==> src/rtl/cpu_pkg.sv <==
// Shared types for the CPU flag datapath: condition codes, flag bit positions and flag word.
package cpu_pkg;

  typedef enum logic [3:0] {
    COND_AL = 4'h0,
    COND_EQ = 4'h1,
    COND_NE = 4'h2,
    COND_LT = 4'h3,
    COND_GE = 4'h4,
    COND_GT = 4'h5,
    COND_LE = 4'h6,
    COND_CS = 4'h7,
    COND_CC = 4'h8,
    COND_MI = 4'h9,
    COND_PL = 4'hA,
    COND_VS = 4'hB,
    COND_VC = 4'hC,
    COND_HI = 4'hD,
    COND_LS = 4'hE,
    COND_NV = 4'hF
  } cond_e;

  // Flag word layout is {OF,CF,ZF,NF}.
  localparam int FLAG_OF = 3;
  localparam int FLAG_CF = 2;
  localparam int FLAG_ZF = 1;
  localparam int FLAG_NF = 0;

  typedef logic [3:0] flags_t;

endpackage

==> src/rtl/cpu_cond_eval.sv <==
// Combinational branch-condition evaluator: (condition code, flags) -> taken.
module cpu_cond_eval
  import cpu_pkg::*;
(
  input  cond_e  cond,
  input  flags_t flags,
  output logic   taken
);

  logic n_f, z_f, c_f, v_f, lt;

  assign n_f = flags[FLAG_NF];
  assign z_f = flags[FLAG_ZF];
  assign c_f = flags[FLAG_CF];
  assign v_f = flags[FLAG_OF];
  assign lt  = n_f ^ v_f;

  always_comb begin
    taken = 1'b0;
    case (cond)
      COND_AL: taken = 1'b1;
      COND_EQ: taken = z_f;
      COND_NE: taken = !z_f;
      COND_LT: taken = lt;
      COND_GE: taken = !lt;
      COND_GT: taken = !z_f && !lt;
      COND_LE: taken = z_f || lt;
      COND_CS: taken = c_f;
      COND_CC: taken = !c_f;
      COND_MI: taken = n_f;
      COND_PL: taken = !n_f;
      COND_VS: taken = v_f;
      COND_VC: taken = !v_f;
      COND_HI: taken = c_f && !z_f;
      COND_LS: taken = !c_f || z_f;
      COND_NV: taken = 1'b0;
      default: taken = 1'b0;
    endcase
  end

endmodule

==> src/rtl/cpu_flag_unit.sv <==
// Architectural flag register with per-flag ALU updates, forwarded branch evaluation
// and a flag save stack for interrupt entry/return.
module cpu_flag_unit
  import cpu_pkg::*;
#(
  parameter int STACK_DEPTH = 4
) (
  input  logic       clk,
  input  logic       rst_n,
  input  logic       alu_valid,
  input  logic       alu_of,
  input  logic       alu_cf,
  input  logic       alu_zf,
  input  logic       alu_nf,
  input  logic       alu_of_en,
  input  logic       alu_cf_en,
  input  logic       alu_zf_en,
  input  logic       alu_nf_en,
  input  logic       br_valid,
  input  logic [3:0] br_cond,
  output logic       br_ready,
  output logic       br_resp_valid,
  output logic       br_taken,
  input  logic       br_resp_ready,
  input  logic       flag_push,
  input  logic       flag_pop,
  output logic       stack_full,
  output logic       stack_empty,
  output logic       stack_err,
  output logic [3:0] flags
);

  localparam int SP_W = $clog2(STACK_DEPTH + 1);
  localparam logic [SP_W-1:0] SP_FULL = SP_W'(STACK_DEPTH);

  flags_t          flags_q, flags_d;
  flags_t          stack_q [STACK_DEPTH];
  flags_t          stack_d [STACK_DEPTH];
  logic [SP_W-1:0] sp_q, sp_d;
  logic            resp_valid_q, resp_valid_d;
  logic            taken_q, taken_d;
  logic            err_q, err_d;

  flags_t alu_vec, en_vec, pop_data;
  logic   push_ok, pop_ok, accept, cond_taken;

  assign alu_vec = {alu_of, alu_cf, alu_zf, alu_nf};
  assign en_vec  = {alu_of_en, alu_cf_en, alu_zf_en, alu_nf_en};

  assign stack_full  = (sp_q == SP_FULL);
  assign stack_empty = (sp_q == '0);
  assign push_ok     = flag_push && !flag_pop && !stack_full;
  assign pop_ok      = flag_pop && !flag_push && !stack_empty;

  // Handshake: a request is accepted on br_valid & br_ready; the response is held
  // (valid and taken stable) until br_resp_valid & br_resp_ready. A new request may be
  // accepted in the same cycle the pending response is consumed.
  assign br_ready = !resp_valid_q || br_resp_ready;
  assign accept   = br_valid && br_ready;

  // Evaluated on next-state flags so a same-cycle ALU update or pop is forwarded.
  cpu_cond_eval u_cond_eval (
    .cond  (cond_e'(br_cond)),
    .flags (flags_d),
    .taken (cond_taken)
  );

  always_comb begin
    pop_data = '0;
    for (int i = 0; i < STACK_DEPTH; i++) begin
      if (SP_W'(i) == sp_q - SP_W'(1)) pop_data = stack_q[i];
    end

    flags_d = flags_q;
    if (pop_ok) flags_d = pop_data;
    else if (alu_valid) flags_d = (alu_vec & en_vec) | (flags_q & ~en_vec);

    stack_d = stack_q;
    sp_d    = sp_q;
    if (push_ok) begin
      for (int i = 0; i < STACK_DEPTH; i++) begin
        if (SP_W'(i) == sp_q) stack_d[i] = flags_d;
      end
      sp_d = sp_q + SP_W'(1);
    end else if (pop_ok) begin
      sp_d = sp_q - SP_W'(1);
    end

    err_d = (flag_push && flag_pop) ||
            (flag_push && stack_full) ||
            (flag_pop && stack_empty);

    resp_valid_d = resp_valid_q;
    taken_d      = taken_q;
    if (accept) begin
      resp_valid_d = 1'b1;
      taken_d      = cond_taken;
    end else if (br_resp_ready) begin
      resp_valid_d = 1'b0;
    end
  end

  always_ff @(posedge clk or negedge rst_n) begin
    if (!rst_n) begin
      flags_q      <= '0;
      sp_q         <= '0;
      resp_valid_q <= 1'b0;
      taken_q      <= 1'b0;
      err_q        <= 1'b0;
    end else begin
      flags_q      <= flags_d;
      sp_q         <= sp_d;
      resp_valid_q <= resp_valid_d;
      taken_q      <= taken_d;
      err_q        <= err_d;
    end
  end

  // Stack contents are don't-care after reset; only sp defines what is live.
  always_ff @(posedge clk) begin
    stack_q <= stack_d;
  end

  assign flags         = flags_q;
  assign br_resp_valid = resp_valid_q;
  assign br_taken      = taken_q;
  assign stack_err     = err_q;

endmodule

==> config.mk <==
export PLATFORM = sky130hd
export DESIGN_NAME = cpu_flag_unit
export DESIGN_NICKNAME = d
export VERILOG_FILES = /design/src/rtl/cpu_pkg.sv /design/src/rtl/cpu_cond_eval.sv /design/src/rtl/cpu_flag_unit.sv
export SDC_FILE = /design/constraint.sdc
export NUM_CORES = 1
export LEC_CHECK = 0
export BUFFER_PORTS_ARGS = -buffer_cell sky130_fd_sc_hd__buf_2
export CAP_MARGIN = 5
export CORE_ASPECT_RATIO = 0.5
export CORE_MARGIN = 5
export CORE_UTILIZATION = 54
export DETAILED_ROUTE_END_ITERATION = 10
export PLACE_DENSITY = 0.78
export SYNTH_ARGS = -nofsm -noshare
export SYNTH_HDL_FRONTEND = slang
export SYNTH_HIERARCHICAL = 1
export SYNTH_SLANG_ARGS = --single-unit
export TNS_END_PERCENT = 1
==> constraint.sdc <==
create_clock -name clk -period 3.3 [get_ports clk]
set_input_delay 0 -clock clk [delete_from_list [all_inputs] [get_ports clk]]
set_output_delay 0 -clock clk [all_outputs]
set_load 0.005 [all_outputs]
==> results of run 1 <==
[cell type report]
| type | instances | area (sq um) | area share (%) |
|---|---|---|---|
| Timing Repair Buffer | 35 | 198 | 10.9 |
| Inverter | 5 | 18.8 | 1.04 |
| Tap cell | 37 | 46.3 | 2.56 |
| Clock inverter | 1 | 30.0 | 1.66 |
| Multi-Input combinational cell | 108 | 741 | 41.0 |
| Sequential cell | 26 | 731 | 40.5 |
| Clock buffer | 3 | 41.3 | 2.29 |
[routing by layer]
metal  GRT usage (%)  part of all wire, %  up-vias
li1                -                    -      591
met1            21.6                   47      552
met2            33.7                   48       31
met3            4.12                  4.9        2
met4            4.10                 0.54        0
met5               0                    0        -
[logic make-up after synthesis]
kind of cell             count (synthesis)  synth area share, %
AO/OA/AOI/OAI                           40                 16.7
XOR/XNOR                                 6                 3.96
AND/OR/NAND/NOR                         48                 17.4
flip-flops                              26                 48.2
multiplexers                             6                 4.21
buffers and inverters                    9                 2.89
adder cells (fa/ha/maj)                  8                 6.61
[cell usage in the layout (no fill, tap or decap), types with 5 or more instances in the layout]
master	count
nand2_1	19
ha_1	8
nor3b_1	5
inv_1	5
o21ai_0	14
dfrtp_1	10
nor2_1	7
buf_2	28
edfxtp_1	16
a21oi_1	10
buf_4	5
[worst paths after layout]
path	slack (ns)	from	endpoint
hold reg to reg	0.52	br_taken$_DFFE_PN0P_	br_taken$_DFFE_PN0P_
setup / recovery	0.50	sp_q[0]$_DFFE_PN0P_	br_taken$_DFFE_PN0P_
hold / removal	0.03	flag_push	stack_err$_DFF_PN0_
min in group asynchronous	0.12	rst_n	sp_q[2]$_DFFE_PN0P_
setup reg to reg	0.50	sp_q[0]$_DFFE_PN0P_	br_taken$_DFFE_PN0P_
max in group asynchronous	2.96	rst_n	flags[0]$_DFF_PN0_
[critical path, delay by kind of cell (launching register included)]
kind | cells | cell delay (ns)
adders and majority gates | 1 | 0.30
DFF | 1 | 0.44
buffers and inverters | 2 | 0.35
muxes | 1 | 0.26
xor gates and xnor gates | 2 | 0.38
AOI/OAI and AO/OA | 5 | 0.75
and+or+nand+nor | 1 | 0.21
[sequential cells by signal, indices dropped and copies added, names as in the netlist]
| name | count |
|---|---|
| br_resp_valid | 1 |
| stack_err | 1 |
| br_taken | 1 |
| flags | 4 |
| stack_q | 16 |
| sp_q | 3 |
[stage by stage]
stage | total power, W | utilization, % | instances
3_3_place_gp | 0.00119 | 65.1 | 209
5_1_grt | 0.00159 | 68.5 | 215
2_1_floorplan | 0.000988 | - | 143
6_report | 0.00147 | 68.5 | 215
4_1_cts | 0.00147 | 68.5 | 215
3_5_place_dp | 0.00121 | 65.1 | 209
[where the power goes]
group          switching (W)  internal, W
sequential         0.0000599     0.000443
combinational       0.000399     0.000308
clock              0.0000987     0.000162
[timing repair]
| item | 4_1_cts | 5_1_grt |
|---|---|---|
| hold endpoints to repair | 11 | 0 |
| buffers inserted | 0 | 0 |
| hold buffers | 2 | 0 |
==> impl_metrics.tcl, run 1 <==
set metrics [dict create \
    run_status "completed" \
    detail_route.first_pass.iterations 4 \
    first_iter_violations 129 \
    cts.repair.resized 0 \
    hold-path-cell-count 2 \
    port-buffer-count 28 \
    vias 1176 \
    grt-ovfl-total 0 \
    grt_pass1_wl_mm 5.48 \
    timing.critical_path.required_ns 3.46 \
    synth_seq_cells 26 \
    post_drt_via_cell_ratio 5.47 \
    start_util_pct 57.5 \
    maximum_buffer_depth_of_the_clock_tree 2 \
    leakage_nw 0.754 \
    n_antenna_cell 0 \
    synth_sequential_area_ratio_pct 48.2 \
    ff2ff_path_depth 12 \
    crit_fanout 6 \
    clk-insertion-delay-late_ns 0.27 \
    drc_errors 0 \
    ys_warn_count 6 \
    placed_area_sq_um 1710 \
    number_of_hold_slack_violations_in_the_final_timing_report 0 \
    postSynthAreaPerCell_sq_um 10.6 \
    fin_worst_skew_ns 0.00789 \
    rsz0062_at_grt "no" \
    synth_top_cells_by_area "edfxtp_1, dfrtp_1, ha_1, nand2_1, o21ai_0" \
    route.detailed.wl_per_inst_um 14.6 \
    report.final.slew_viol_count 0 \
    end_kind "flip-flop" \
    worst_setup_hold_path_clk_slew_ns 0.09 \
    synth_common_cells "nand2_1, edfxtp_1, o21ai_0" \
    max_freq_mhz 357 \
    ctsRootBufferMaster "clkbuf_8" \
    routabilityCongestion 0.820 \
    max-cap-violations 0 \
    core_area_sq_um 2640 \
    chipHeight_um 47.5 \
    vdd_drop_max_uv 330 \
    fin_crit_sh_pct 84.8 \
    ios 29 \
    pin_count_of_the_biggest_net_entering_global_routing 16 \
    power.density_nw_per_um2 815 \
    critical_path_arrival_ns 2.96 \
    die_area_sq_um 4030 \
    synth.net_count 170 \
    hold_path.class "in -> reg" \
    critPathMaxStageDelay_ns 0.44 \
    synth_cells 143 \
    netlist.area_leader.share_pct 31.7 \
    layout-area-overhead-vs-synth_pct 19.2 \
    cts_inserted_buffers 3 \
    initial_antenna_violation_count 0 \
    synthesis.area_sq_um 1520 \
    ctsHtreeMaxLevel 1 \
    netlist.top_cell.by_area "edfxtp_1" \
    yosys.cell_count.top_type "nand2_1" \
    final_critical_path_setup_slack_ns 0.501 \
    die-width_um 84.9 \
    number_of_unique_standard_cell_types_used_by_synthesis 41 \
    setup_viol 0 \
    timing.slew.headroom_pct 51.0 \
    cts_tree "done" \
    cp_max_delay_cell "dfrtp_1" \
    layout.nets 206 \
    fin_area_sq_um 1810 \
    critPathKind "reg -> reg" \
    post-route-min-period_ns 2.80 \
    floorplan.rows 13 \
    dp.final_hpwl_mm 2.38 \
    critPathLaunchType "flip-flop" \
    transition_time_at_the_pin_with_the_least_slew_margin_ns 0.733 \
    synth-main-ff-cell "edfxtp_1" \
    antenna_violating_nets_post_route 0 \
    drive_gt1_share_pct 25.3 \
    ys_async_sr_fraction_pct 38.5 \
    timing.setup.tns_ns 0 \
    aggregate_routed_wire_length_mm 3.14 \
    nFillCells 225 \
    grt_pass1_vias 1183 \
    gr-usage-all-layers_pct 17.8 \
    clock_sinks 26 \
    crit_path_cell_trace "inv_1, ha_1, xor2_2, nor2_1, a21oi_1, o22ai_1, buf_4, xnor2_1, a211oi_1, o221ai_1, o211ai_1, mux2_2" \
    finalHoldWorstSlack_ns 0.0316 \
    preCtsSetupSlack_ns 0.505 \
    synth_edf_count 16 \
]
Note: power is estimated with default switching activity, not from simulation.
==> run 2: changes to the inputs <==
--- a/config.mk
+++ b/config.mk
@@ -5,13 +5,14 @@
 export SDC_FILE = /design/constraint.sdc
 export NUM_CORES = 1
 export LEC_CHECK = 0
+export ABC_AREA = 1
 export BUFFER_PORTS_ARGS = -buffer_cell sky130_fd_sc_hd__buf_2
 export CAP_MARGIN = 5
 export CORE_ASPECT_RATIO = 0.5
 export CORE_MARGIN = 5
-export CORE_UTILIZATION = 54
+export CORE_UTILIZATION = 55
 export DETAILED_ROUTE_END_ITERATION = 10
-export PLACE_DENSITY = 0.78
+export PLACE_DENSITY = 0.79
 export SYNTH_ARGS = -nofsm -noshare
 export SYNTH_HDL_FRONTEND = slang
 export SYNTH_HIERARCHICAL = 1
==> constraint.sdc (replaced) <==
create_clock -name clk -period 2.6 [get_ports clk]
set_input_delay 0 -clock clk [delete_from_list [all_inputs] [get_ports clk]]
set_output_delay 0 -clock clk [all_outputs]
set_load 0.005 [all_outputs]
==> run 2 against run 1 <==
Sequential share of layout area shrank 2.5 points. Via count up 17%. Register-to-register slack lost 0.27 ns. Die area rose by 2.1%. Combinational power rose by 49%. Synthesized area grew 4.4%. Clock power is 13% lower. Clock skew grew 0.0046 ns. Largest power group unchanged.
==> impl_metrics.tcl, run 2 <==
set metrics [dict create \
    ys_warn_count 6 \
    aggregate_routed_wire_length_mm 3.43 \
    critPathLaunchType "flip-flop" \
    critical_path_arrival_ns 2.52 \
    fin_worst_skew_ns 0.0125 \
    grt-ovfl-total 0 \
    register_name_with_the_most_flops "stack_q" \
    grt_pass1_wl_mm 5.40 \
    layout-area-overhead-vs-synth_pct 21.8 \
    vdd_drop_max_uv 475 \
    vias 1376 \
    synth_edf_count 16 \
    report.final.slew_viol_count 0 \
    die_area_sq_um 4110 \
    synth.net_count 227 \
    hold_path.class "in -> reg" \
    synth_sequential_area_ratio_pct 46.2 \
    number_of_unique_standard_cell_types_used_by_synthesis 25 \
    number_of_hold_slack_violations_in_the_final_timing_report 0 \
    ctsRootBufferMaster "clkbuf_8" \
    fin_crit_sh_pct 91.2 \
    fin_area_sq_um 1930 \
    total_power_w 0.00189 \
    synthesis.area_sq_um 1580 \
    critPathKind "reg -> reg" \
    end_kind "flip-flop" \
    synth_common_cells "nand2_1, inv_1, nor2_1" \
    finalHoldWorstSlack_ns 0.0144 \
    placed_area_sq_um 1810 \
    detail_route.first_pass.iterations 4 \
    n_antenna_cell 0 \
    clk-insertion-delay-late_ns 0.27 \
    ios 29 \
    synth-main-ff-cell "edfxtp_1" \
    core_area_sq_um 2670 \
    most_numerous_cell_on_the_critical_path "nand2_1" \
    cp_max_delay_cell "dfrtp_1" \
    final_cells 278 \
    routabilityCongestion 0.845 \
    grt_pass1_vias 1221 \
    cts_tree "done" \
    mostFrequentLayoutCell "nand2_1" \
    power.density_nw_per_um2 983 \
    critPathMaxStageDelay_ns 0.40 \
    timing.critical_path.required_ns 2.75 \
    antenna_violating_nets_post_route 0 \
    post-route-min-period_ns 2.37 \
    maximum_buffer_depth_of_the_clock_tree 2 \
    route.detailed.wl_per_inst_um 12.3 \
    initial_antenna_violation_count 0 \
    worst_setup_hold_path_clk_slew_ns 0.09 \
    max_freq_mhz 422 \
    gr-usage-all-layers_pct 17.3 \
    timing.slew.headroom_pct 55.2 \
    floorplan.rows 13 \
    synth_seq_cells 26 \
    dp.final_hpwl_mm 2.61 \
    transition_time_at_the_pin_with_the_least_slew_margin_ns 0.671 \
    ctsHtreeMaxLevel 1 \
    final_cell_mix "nand2_1, inv_1, buf_2" \
    crit_path_cell_trace "buf_4, ha_1, nor2_1, nand3_1, nand3_1, nand2_1, a21oi_4, inv_1, nand2_1, nand2_1, nand2_1, nand2_1, nand2_1, nand2_1, nor2_1, nand2_1, mux2_2" \
    max-cap-violations 0 \
    run_status "completed" \
    drc_errors 0 \
    crit_fanout 9 \
    largest_register_ffs 16 \
    postSynthAreaPerCell_sq_um 7.91 \
    netlist.area_leader.share_pct 30.4 \
    layout.nets 269 \
    leakage_nw 1.02 \
    post_drt_via_cell_ratio 4.95 \
    post-place-cells 271 \
    netlist.top_cell.by_area "edfxtp_1" \
    drive_gt1_share_pct 24.9 \
    first_iter_violations 92 \
    port-buffer-count 28 \
    start_util_pct 59.3 \
    ys_async_sr_fraction_pct 38.5 \
    cts_inserted_buffers 3 \
    synth_top_cells_by_area "edfxtp_1, nand2_1, dfrtp_1, inv_1, ha_1" \
    chipHeight_um 47.9 \
    pin_count_of_the_biggest_net_entering_global_routing 15 \
    clock_sinks 26 \
    die-width_um 85.8 \
    synth_cells 200 \
    yosys.cell_count.top_type "nand2_1" \
    setup_viol 0 \
]
==> run 2: kinds of logic (layout without fill, tap and decap cells) <==
| logic type | Yosys count | count (layout) | synth area share (%) |
|---|---|---|---|
| AOI/OAI and AO/OA | 9 | 9 | 3.80 |
| xor gates and xnor gates | 1 | 1 | 0.554 |
| adders and majority gates | 8 | 8 | 6.33 |
| buffers and inverters | 38 | 78 | 9.57 |
| DFF | 26 | 26 | 46.2 |
| muxes | 4 | 4 | 2.85 |
| and+or+nand+nor | 114 | 115 | 30.7 |
==> run 2: per-layer routing <==
metal | share of wire [%] | track usage, % | vias up
met1 | 47 | 21.9 | 625
met2 | 47 | 33.0 | 34
met5 | 0 | 0 | -
met4 | 0.99 | 3.79 | 0
met3 | 4.8 | 2.58 | 4
li1 | - | - | 713
==> run 2: power by group <==
part	leakage, nW	internal, W	switching [W]
logic	0.734	0.000401	0.000645
clock network	0.0228	0.000110	0.000119
registers	0.268	0.000575	0.0000441
total	1.02	0.00109	0.000808
==> run 2: worst paths after layout <==
check | startpoint | endpoint | slack (ns) | depth (start not counted)
worst max-delay path | sp_q[1]$_DFFE_PN0P_ | br_taken$_DFFE_PN0P_ | 0.23 | 17
worst min-delay path | br_resp_ready | br_resp_valid$_DFFE_PN0P_ | 0.01 | 4
worst max register to register | sp_q[1]$_DFFE_PN0P_ | br_taken$_DFFE_PN0P_ | 0.23 | 17
worst min register to register | br_taken$_DFFE_PN0P_ | br_taken$_DFFE_PN0P_ | 0.50 | 1
min in group asynchronous | rst_n | stack_err$_DFF_PN0_ | 0.13 | 2
max in group asynchronous | rst_n | flags[3]$_DFF_PN0_ | 2.26 | 2
==> run 2: final cells by class <==
class / instances / area [sq um]
Fill cell: 205 / 742
Tap cell: 37 / 46.3
Timing Repair Buffer: 38 / 220
Inverter: 36 / 136
Sequential cell: 26 / 731
Multi-Input combinational cell: 137 / 747
Clock buffer: 4 / 45.0
==> run 2: timing repair <==
item,CTS,global route
resized for setup,1,11
pin swaps,0,1
endpoints found under the setup margin,1,1
hold endpoints to repair,11,0
hold buffers,2,0
gates cloned,0,1
buffers inserted,0,0
==> run 2: per-stage QoR <==
step	setup slack, ns	setup TNS [ns]	util [%]
global placement	0.145	0	68.0
CTS	0.0328	0	70.5
finish	0.228	0	72.2
floorplan	0.141	0	-
detailed placement	0.0508	0	68.0
global route	-0.0120	-0.0120	72.2
==> run 2: worst max-delay path: cells and delay by family, from the launching register on <==
| family | cells | cell delay (ns) |
|---|---|---|
| AO/OA/AOI/OAI | 1 | 0.18 |
| adder cells (fa/ha/maj) | 1 | 0.28 |
| buffers and inverters | 2 | 0.23 |
| flip-flops | 1 | 0.40 |
| multiplexers | 1 | 0.25 |
| AND/OR/NAND/NOR | 12 | 0.93 |
